`config.mk`:
```
export PLATFORM = sky130hd
export DESIGN_NAME = fls_seq_ctrl
export DESIGN_NICKNAME = d
export VERILOG_FILES = /design/src/rtl/fls_seq_ctrl.sv
export SDC_FILE = /design/constraint.sdc
export NUM_CORES = 1
export LEC_CHECK = 0
export BUFFER_PORTS_ARGS = -buffer_cell sky130_fd_sc_hd__buf_2
export CAP_MARGIN = 15
export CELL_PAD_IN_SITES_DETAIL_PLACEMENT = 1
export CELL_PAD_IN_SITES_GLOBAL_PLACEMENT = 2
export CORE_ASPECT_RATIO = 0.8
export CORE_MARGIN = 3
export CORE_UTILIZATION = 27
export DETAILED_ROUTE_END_ITERATION = 8
export MAX_ROUTING_LAYER = met4
export PLACE_DENSITY = 0.84
export SYNTH_ARGS = -nofsm -noshare
export SYNTH_HDL_FRONTEND = slang
export SYNTH_SLANG_ARGS = --single-unit
```
`constraint.sdc`:
```
create_clock -name clk -period 2.5 [get_ports clk]
set_input_delay 0.125 -clock clk [delete_from_list [all_inputs] [get_ports clk]]
set_output_delay 0.125 -clock clk [all_outputs]
set_load 0.05 [all_outputs]
```
`src/rtl/fls_seq_ctrl.sv`:
```
// fls_seq_ctrl: sequencer that drives an FLS Fibonacci-like datapath.
// On an accepted start it clears FLS, feeds seed0 then seed1 through fls_en/fls_d,
// then keeps pulsing fls_en with fls_d=0 until n_terms terms have been captured
// or a captured term reports carry-out. Every captured term is streamed out with
// its 0-based index.
//
// Ports:
//   clk, rst           clock, synchronous active-high reset
//   start, abort       command inputs (start sampled only in IDLE)
//   seed0, seed1       first two terms, latched on accepted start
//   n_terms            terms to produce including seeds, latched on start
//   busy, done         sequence running / one-cycle completion pulse
//   overflow           sticky carry-out flag, cleared on accepted start
//   term_valid, term, term_idx   captured term stream
//   fls_rst, fls_en, fls_d       to FLS
//   fls_f, fls_cf                from FLS
module fls_seq_ctrl #(
  parameter int unsigned W        = 8,
  parameter int unsigned CNT_W    = 8,
  parameter int unsigned RESP_LAT = 1,
  parameter int unsigned GAP      = 1
) (
  input  logic             clk,
  input  logic             rst,
  input  logic             start,
  input  logic             abort,
  input  logic [W-1:0]     seed0,
  input  logic [W-1:0]     seed1,
  input  logic [CNT_W-1:0] n_terms,
  output logic             busy,
  output logic             done,
  output logic             overflow,
  output logic             term_valid,
  output logic [W-1:0]     term,
  output logic [CNT_W-1:0] term_idx,
  output logic             fls_rst,
  output logic             fls_en,
  output logic [W-1:0]     fls_d,
  input  logic [W-1:0]     fls_f,
  input  logic             fls_cf
);

  // One shared timer serves both WAIT and GAP; it restarts on every state change.
  localparam int unsigned TmrMax = (RESP_LAT > GAP) ? RESP_LAT : GAP;
  localparam int unsigned TmrW   = (TmrMax > 1) ? $clog2(TmrMax) : 1;

  typedef enum logic [2:0] {
    StIdle,
    StClr,
    StPulse,
    StWait,
    StGap,
    StFin
  } state_e;

  state_e             state_q, state_d;
  logic [TmrW-1:0]    tmr_q;
  logic [CNT_W-1:0]   idx_q;
  logic [W-1:0]       seed0_q, seed1_q;
  logic [CNT_W-1:0]   n_terms_q;
  logic               overflow_q;
  logic               term_valid_q;
  logic [W-1:0]       term_q;
  logic [CNT_W-1:0]   term_idx_q;
  logic [W-1:0]       fls_d_q;
  logic [W-1:0]       pulse_d;

  logic wait_last, gap_last, last_term, capture;

  assign wait_last = (tmr_q == TmrW'(RESP_LAT - 1));
  assign gap_last  = (tmr_q == TmrW'(GAP - 1));
  // Compare one bit wider so idx+1 cannot wrap when n_terms is all ones.
  assign last_term = (({1'b0, idx_q} + {{CNT_W{1'b0}}, 1'b1}) == {1'b0, n_terms_q});
  // An abort landing on the capture edge suppresses the capture.
  assign capture   = (state_q == StWait) && wait_last && !abort;

  // State register
  always_ff @(posedge clk) begin
    if (rst) begin
      state_q <= StIdle;
    end else begin
      state_q <= state_d;
    end
  end

  // Next-state logic; abort outranks every transition outside IDLE.
  always_comb begin
    state_d = state_q;
    if (abort && (state_q != StIdle)) begin
      state_d = StIdle;
    end else begin
      unique case (state_q)
        StIdle:  if (start) state_d = StClr;
        StClr:   state_d = (n_terms_q == '0) ? StFin : StPulse;
        StPulse: state_d = StWait;
        StWait:  if (wait_last) state_d = StGap;
        StGap: begin
          if (gap_last) state_d = (overflow_q || last_term) ? StFin : StPulse;
        end
        StFin:   state_d = StIdle;
        default: state_d = StIdle;
      endcase
    end
  end

  // Moore outputs
  always_comb begin
    busy    = (state_q != StIdle);
    done    = (state_q == StFin);
    fls_en  = (state_q == StPulse);
    fls_rst = rst || (state_q == StClr);
  end

  // Data to present on the upcoming pulse: seed0 for idx 0 (entered from CLR),
  // seed1 for idx 1, zero afterwards.
  always_comb begin
    pulse_d = '0;
    if (state_q == StClr) begin
      pulse_d = seed0_q;
    end else if (idx_q == '0) begin
      pulse_d = seed1_q;
    end
  end

  // Datapath registers
  always_ff @(posedge clk) begin
    if (rst) begin
      tmr_q        <= '0;
      idx_q        <= '0;
      seed0_q      <= '0;
      seed1_q      <= '0;
      n_terms_q    <= '0;
      overflow_q   <= 1'b0;
      term_valid_q <= 1'b0;
      term_q       <= '0;
      term_idx_q   <= '0;
      fls_d_q      <= '0;
    end else begin
      term_valid_q <= capture;

      if ((state_q == StIdle) && start) begin
        seed0_q    <= seed0;
        seed1_q    <= seed1;
        n_terms_q  <= n_terms;
        overflow_q <= 1'b0;
      end

      if (capture) begin
        term_q     <= fls_f;
        term_idx_q <= idx_q;
        if (fls_cf) overflow_q <= 1'b1;
      end

      if (((state_q == StWait) || (state_q == StGap)) && (state_d == state_q)) begin
        tmr_q <= tmr_q + 1'b1;
      end else begin
        tmr_q <= '0;
      end

      if (state_q == StClr) begin
        idx_q <= '0;
      end else if ((state_q == StGap) && (state_d == StPulse)) begin
        idx_q <= idx_q + 1'b1;
      end

      // fls_d changes only when a pulse is about to start and holds in between.
      if (state_d == StPulse) begin
        fls_d_q <= pulse_d;
      end
    end
  end

  assign overflow   = overflow_q;
  assign term_valid = term_valid_q;
  assign term       = term_q;
  assign term_idx   = term_idx_q;
  assign fls_d      = fls_d_q;

endmodule
```
======== After elaboration in Yosys (flattened, before gate mapping) ========
Index checks and enable logic that the tools add are counted.
word-level totals
  flip-flop bits (word level) ............. 62
  input port bits ......................... 37
cells by class
  add/subtract/negate cells ............... 3
  equal/unequal tests ..................... 8
  mux-type cells .......................... 12
  bitwise operators ....................... 2
  reductions and logical operators ........ 16
operators with widths
  cell                 number
  $mux 3               6
  $logic_not 8->1      2
  $mux 8               2
  $pmux 3 s5           1
  $add 8x1->9 const B  1
  $eq 3x2->1 const B   3
  $eq 9x8->1           1
  $add 8x1->8 const B  1
  $eq 3x3->1 const B   2
  $logic_and 1x1->1    6
  $reduce_or 2->1      2
  $eq 3x1->1 const B   1
  $eq 3x3->1           1
  $logic_not 3->1      1
  $logic_or 1x1->1     3
  $mux 1               3
  $reduce_bool 3->1    1
  $not 1->1            2
  $add 1x1->1 const B  1
  $logic_not 1->1      1

======== Longest topological paths before layout ========
Gate-level depths: netlist of run 1.
  word-level depth ........................ 11
  depth in mapped cells ................... 8

======== Least setup slack after synthesis of run 1 ========
OpenSTA, ideal clock, no wires.
  kind .................................... reg2reg
  start ................................... register idx_q[0]
  end ..................................... register fls_d_q[0], in the netlist fls_d[0]
  library setup time ...................... 121 ps
  data arrival time ....................... 2608 ps
  required time ........................... 2379 ps
  setup slack ............................. -228 ps
  cell stages (with the launch flop) ...... 9
  buffers on the path ..................... 1
  period minus slack after synthesis ...... 2728 ps
  path through ............................ dfxtp_1 inv_1 ha_1 xor2_1 or4_4 o41a_1 buf_6 a21oi_4 mux2_2
on the way
  longest elaborated chain between the ends .. 8
  elaborated cells between the ends (all ways) .. 11
  classes of those cells .................. add/sub (1); eq/ne (2); mux (6); reduce/logical (2)
ends and longest elaborated chain
  element                 RTL line  source
  from (decl)             58        logic [CNT_W-1:0] idx_q;
  from (signal assigned)  163       idx_q <= idx_q + 1'b1;
  $add 8x1->9             73        assign last_term = (({1'b0, idx_q} + {{CNT_W{1'b0}}, 1'b1}) == {1'b0, n_terms_q});
  $eq 9x8->1              73
  $logic_or 1x1->1        98        if (gap_last) state_d = (overflow_q || last_term) ? StFin : StPulse;
  $mux 3 (2 in a row)     98
  $pmux 3 s5              92        unique case (state_q)
  $mux 3                  89        if (abort && (state_q != StIdle)) begin
  $eq 3x2->1              167       if (state_d == StPulse) begin
  to (signal assigned)    168       fls_d_q <= pulse_d;
  to (decl)               65        logic [W-1:0] fls_d_q;
Several ways; a longest one is shown, not always the timed one.
A chain may end at the register's enable or synchronous reset.

======== Final worst setup path of run 1 ========
  start ................................... register idx_q[1]
  end ..................................... register fls_d_q[6], in the netlist fls_d[6]
Same word-level chain as after synthesis.

==> flow_metrics.py, run 1 <==
metrics = {
    "status": {
        "status": "completed",
    },
    "cells_and_area": {
        "final_common_cell": "nand2_1",
        "fill_cells": 1232,
        "fin_nets": 459,
        "stdcell_count": 559,
        "area_growth_pct": 31.4,
        "n_antenna_cell": 0,
        "layout-drive-gt1-share": 0.291,
        "mostFrequentLayoutCells": "nand2_1, buf_2, dfxtp_1, a21oi_1, nor2_1",
        "fin_area_mm2": 0.00367,
    },
    "critical_path": {
        "critPathMaxStageDelay_ns": 0.44,
        "cpLargestDelayFamily": "compound AO/OA/AOI/OAI gates",
        "crit_arrival_ns": 2.64,
        "crit_type": "reg2reg",
        "crit_path_max_fanout": 8,
        "slowest_stage": "or4_4",
        "crit_required_ns": 2.71,
        "crit_path_end_kind": "flop",
        "cp_cell_sequence": "inv_2 -> ha_4 -> xor2_1 -> or4_4 -> o41a_1 -> a21oi_4 -> buf_12 -> mux2_4",
        "startpoint_type": "flop",
        "critPathBufInv": 2,
    },
    "route": {
        "drt-total-wl_um": 8170,
        "drtIter0Drc": 94,
        "drc": 0,
        "wire_per_inst_um": 14.6,
        "drtPass1Iterations": 4,
        "dr_total_vias": 2647,
        "wl_met1_um": 4110,
        "antenna_left": 0,
        "top_signal_layer_used": "met4",
        "via_per_inst": 4.74,
        "routed-wl-met3_um": 360,
        "route.met2.wl_um": 3610,
    },
    "power": {
        "power_leakage_nw": 1.51,
        "fin_total_pwr_mw": 2.70,
        "power.density_mw_per_mm2": 737,
        "vdd_drop_max_uv": 392,
    },
    "logic_synthesis": {
        "netlist_area_mm2": 0.00279,
        "synth_nets": 388,
        "ys_ff_latch": 62,
        "yosysUniqueCellTypes": 52,
        "synth_ff_type": "dfxtp_1",
        "synth_edf_count": 0,
        "async_flop_share": 0,
        "synth_top_area_frac": 0.444,
        "ys_seq_area_frac": 0.444,
        "avgSynthCellArea_um2": 8.01,
        "ys_top_cells_by_area": "dfxtp_1, nand2_1, a21oi_1",
        "synthCells": 349,
        "synth.largest_area_cell": "dfxtp_1",
        "ys_warn_count": 0,
    },
    "floorplan": {
        "design.core.area_mm2": 0.00985,
        "ios": 67,
        "num_rows": 32,
        "die_h_um": 97.0,
        "die_w_um": 120,
        "initial_core_util": 0.284,
        "die_area_mm2": 0.0116,
    },
    "timing": {
        "tightestPinTransition_ns": 0.634,
        "min_period_ns": 2.42,
        "fin_skew_ns": 0.00558,
        "finalSetupTns_ns": 0,
        "fmax_mhz": 413,
        "finalCritPeriodShare": 0.970,
        "max_slew_margin": 0.577,
        "drv_slew": 0,
        "setup_viol": 0,
        "hold_viol_final": 0,
    },
    "placement": {
        "placed_area_mm2": 0.00337,
        "port_buffers": 66,
        "gp_congestion": 0.889,
        "dp_hpwl_um": 6040,
        "dp.cells": 543,
    },
    "grt": {
        "grt_max_degree": 26,
        "gr-usage-all-layers": 0.151,
        "first_global_vias": 2668,
        "grt_pass1_wl_um": 13600,
        "grt-ovfl-total": 0,
        "antenna_found_initial": 0,
    },
    "clock_network": {
        "cts_buffers": 9,
        "cts_root_buffer": "clkbuf_16",
        "clkTransAtPathRegs_ns": 0.05,
        "cts_tree": "built",
        "cts.path.max_buffers": 2,
        "clock_sinks": 62,
        "clk_latency_ns": 0.33,
        "htree_levels": 3,
    },
    "min_path": {
        "hold_class": "in2reg",
    },
    "flow_run": {
        "cap_violations": 0,
    },
}
metal layers:
| layer | vias to the layer above | GRT usage |
|---|---|---|
| li1 | 1331 | - |
| met1 | 1255 | 0.205 |
| met2 | 54 | 0.217 |
| met3 | 7 | 0.0409 |
| met4 | 0 | 0.0484 |
| met5 | - | - |
worst reg2reg max path: cells and delay by family, from the launching register on:
kind	cells	cell delay, ns
AOI/OAI and AO/OA	2	0.60
xor gates and xnor gates	1	0.16
adders and majority gates	1	0.24
buffers and inverters	2	0.20
DFF	1	0.38
muxes	1	0.30
and+or+nand+nor	1	0.44
where the power goes:
group | switching, mW | total [mW] | internal, mW | leakage [nW]
Combinational | 0.325 | 0.510 | 0.185 | 0.874
Clock | 0.416 | 1.10 | 0.682 | 0.128
Sequential | 0.0508 | 1.10 | 1.05 | 0.506
metrics by stage:
step,hold slack [ns],setup slack (ns),utilization
3_3_place_gp,0.368,0.0571,0.343
6_report,0.0353,0.0759,0.373
4_1_cts,0.0230,0.00732,0.369
2_1_floorplan,0.261,0.0250,-
5_1_grt,0.0394,-0.000318,0.373
3_5_place_dp,0.373,-0.00577,0.343
synthesized netlist by cell type (3+ instances only):
cell type / count
nand2_1: 90
dfxtp_1: 62
a21oi_1: 46
nor2_1: 25
clkbuf_1: 18
a22oi_1: 10
mux2_2: 8
nor2b_1: 8
xnor2_1: 7
inv_1: 5
nand2b_1: 4
nand3_1: 4
nor3_1: 4
o21ai_0: 4
a31oi_1: 3
buf_2: 3
nor4_1: 3
o31ai_1: 3
final cells by class:
class | instances | area, µm² | share of cell area
Sequential cell | 62 | 1250 | 0.341
Clock inverter | 2 | 10.0 | 0.00273
Inverter | 6 | 22.5 | 0.00613
Clock buffer | 12 | 246 | 0.0671
Tap cell | 136 | 170 | 0.0464
Multi-Input combinational cell | 257 | 1490 | 0.407
Timing Repair Buffer | 84 | 478 | 0.130
registers in the layout, summed over array words and instances (netlist names), 3 cells and up:
name / flops
idx_q: 8
fls_d: 8
state_q: 3
n_terms_q: 8
term_idx: 8
seed0_q: 8
seed1_q: 8
term: 8
what timing repair did:
action                     CTS  global route
hold buffers                 0             0
setup buffers                0             2
setup endpoints to repair    8            12
resized for setup            1             6
pin swaps                    0             3
cloned                       0             0
kinds of logic (layout without fill, tap and decap cells):
group	count (synthesis)	count (layout)	share of synthesized area
adder cells (fa/ha/maj)	3	3	0.0125
AO/OA/AOI/OAI	81	81	0.183
multiplexers	8	8	0.0322
other	1	1	0.00134
flip-flops	62	62	0.444
AND/OR/NAND/NOR	154	154	0.247
buffers and inverters	30	104	0.0457
XOR/XNOR	10	10	0.0340
path summary, 6_finish.rpt:
check,from,endpoint,slack (ns),cells past startpoint
max reg2reg,idx_q[1]$_SDFFE_PP0P_,fls_d[6]$_SDFFE_PP0N_,0.08,8
min,seed1[6],seed1_q[6]$_SDFFE_PP0P_,0.04,3
min reg2reg,term[1]$_SDFFE_PP0P_,term[1]$_SDFFE_PP0P_,0.45,2
max,idx_q[1]$_SDFFE_PP0P_,fls_d[6]$_SDFFE_PP0N_,0.08,8
(Power assumes the default switching activity.)
==> inputs of run 2 (changes only) <==
Settings changed: CORE_MARGIN 3 to default.
==> run 2 against run 1 <==
Effect of this change:
- global-route usage up 2.1 points
- via count shrank 0.30%
- sequential power about the same
- total power grew 2.0%
- maximum frequency grew 0.55%
- clock power rose by 4%
- sequential share of layout area shrank 0.34 points
- sequential cell count stayed put
- highest routed layer unchanged
==> flow_metrics.py, run 2 (same netlist as run 1, synthesis figures left out) <==
metrics = {
    "timing": {
        "max_slew_margin": 0.573,
        "setup_viol": 0,
        "min_period_ns": 2.41,
        "drv_slew": 0,
        "fmax_mhz": 415,
        "hold_viol_final": 0,
        "tightestPinTransition_ns": 0.640,
        "rsz0062_at_grt": "no",
        "fin_skew_ns": 0.00676,
        "finalCritPeriodShare": 0.964,
        "finalSetupTns_ns": 0,
    },
    "critical_path": {
        "crit_arrival_ns": 2.62,
        "crit_path_end_kind": "flop",
        "startpoint_type": "flop",
        "crit_type": "reg2reg",
        "crit_path_max_fanout": 8,
        "crit_required_ns": 2.71,
    },
    "floorplan": {
        "die_h_um": 93.0,
        "die_area_mm2": 0.0108,
        "num_rows": 32,
        "initial_core_util": 0.284,
        "design.core.area_mm2": 0.00985,
        "ios": 67,
        "die_w_um": 116,
    },
    "flow_run": {
        "cap_violations": 0,
    },
    "min_path": {
        "hold_class": "in2reg",
    },
    "route": {
        "drtIter0Drc": 88,
        "drtPass1Iterations": 4,
        "antenna_left": 0,
        "via_per_inst": 4.70,
        "wire_per_inst_um": 14.7,
        "dr_total_vias": 2639,
        "drt-total-wl_um": 8260,
        "drc": 0,
    },
    "clock_network": {
        "cts.path.max_buffers": 2,
        "clock_sinks": 62,
        "clkTransAtPathRegs_ns": 0.05,
        "cts_buffers": 9,
        "cts_tree": "built",
        "cts_root_buffer": "clkbuf_16",
        "clk_latency_ns": 0.32,
        "htree_levels": 3,
        "cts_hold_buf": 0,
    },
    "power": {
        "switching_share": 0.294,
        "vdd_drop_max_uv": 366,
        "internal-power_mw": 1.95,
        "p_sw_mw": 0.811,
        "p_clk_frac": 0.415,
        "comb_power_share": 0.188,
        "power.density_mw_per_mm2": 744,
        "power_leakage_nw": 1.53,
        "pwr-share-seq": 0.398,
    },
    "grt": {
        "grt-ovfl-total": 0,
        "gr-usage-all-layers": 0.172,
        "grt_pass1_wl_um": 13800,
        "first_global_vias": 2720,
        "grt_max_degree": 40,
        "antenna_found_initial": 0,
    },
    "cells_and_area": {
        "fin_util": 0.376,
        "final_common_cell": "nand2_1",
        "area_growth_pct": 32.6,
        "n_antenna_cell": 0,
        "layout-drive-gt1-share": 0.299,
        "mostFrequentLayoutCells": "nand2_1, buf_2, dfxtp_1, a21oi_1, nor2_1",
        "fin_nets": 460,
        "fin_area_mm2": 0.00370,
    },
    "placement": {
        "dp_hpwl_um": 5900,
        "port_buffers": 66,
        "gp_congestion": 0.859,
        "placed_area_mm2": 0.00338,
    },
    "status": {
        "status": "completed",
    },
}
## run 2: cell types whose count changed in the layout (fill, tap and decap cells not counted), sizes merged
cell,previous run,this run
buf,84,85
clkinv,3,2
clkinvlp,0,2
## run 2: through the flow
step                setup slack [ns]  std cells  power [mW]  hold WS [ns]
CTS                           0.0322        559        2.79        0.0227
finish                        0.0893        561        2.76        0.0372
global route                 0.00418        561        2.89        0.0352
global placement              0.0882        544        1.62         0.367
floorplan                     0.0250        349        1.46         0.261
detailed placement            0.0487        544        1.63         0.373
## run 2: final cells by class
cell class | instances | area, µm²
clock inverter | 3 | 20.0
tap | 136 | 170
clock buffer | 12 | 256
multi-input combinational | 257 | 1500
timing repair buffer | 85 | 489
fill | 1240 | 6140
sequential | 62 | 1250
inverter | 6 | 22.5
## run 2: timing repair
action / 4_1_cts / 5_1_grt
buffers inserted: 0 / 2
setup endpoints to repair: 1 / 12
pin swaps: 0 / 3
gates cloned: 0 / 0
gates resized for setup: 1 / 7
## run 2: critical path: stages, from the launching register on
cell and delay (ns):
dfxtp_4 0.37, inv_2 0.05, ha_4 0.23, xor2_1 0.15, or4_4 0.44, o41a_1 0.45
a21oi_4 0.16, buf_12 0.15, mux2_4 0.30
## run 2: power groups by stage
stage / clock network, mW / registers (mW) / logic [mW]
3_5_place_dp: 0 / 1.12 / 0.512
3_3_place_gp: 0 / 1.12 / 0.501
5_1_grt: 1.21 / 1.10 / 0.576
6_report: 1.14 / 1.10 / 0.517
2_1_floorplan: 0 / 1.11 / 0.344
4_1_cts: 1.18 / 1.10 / 0.516
## run 2: final timing paths
check	startpoint	endpoint	slack (ns)	depth (start not counted)
max reg2reg	idx_q[1]$_SDFFE_PP0P_	fls_d[0]$_SDFFE_PP0N_	0.09	8
min reg2reg	term[4]$_SDFFE_PP0P_	term[4]$_SDFFE_PP0P_	0.45	2
min	seed0[4]	seed0_q[4]$_SDFFE_PP0P_	0.04	3
max	idx_q[1]$_SDFFE_PP0P_	fls_d[0]$_SDFFE_PP0N_	0.09	8
## run 2: metal layers
layer | global-route usage | wire [µm] | vias to the layer above
li1 | - | - | 1330
met3 | 0.0363 | 405 | 7
met5 | - | 0 | -
met4 | 0.0502 | 66 | 0
met1 | 0.231 | 4120 | 1230
met2 | 0.258 | 3670 | 72
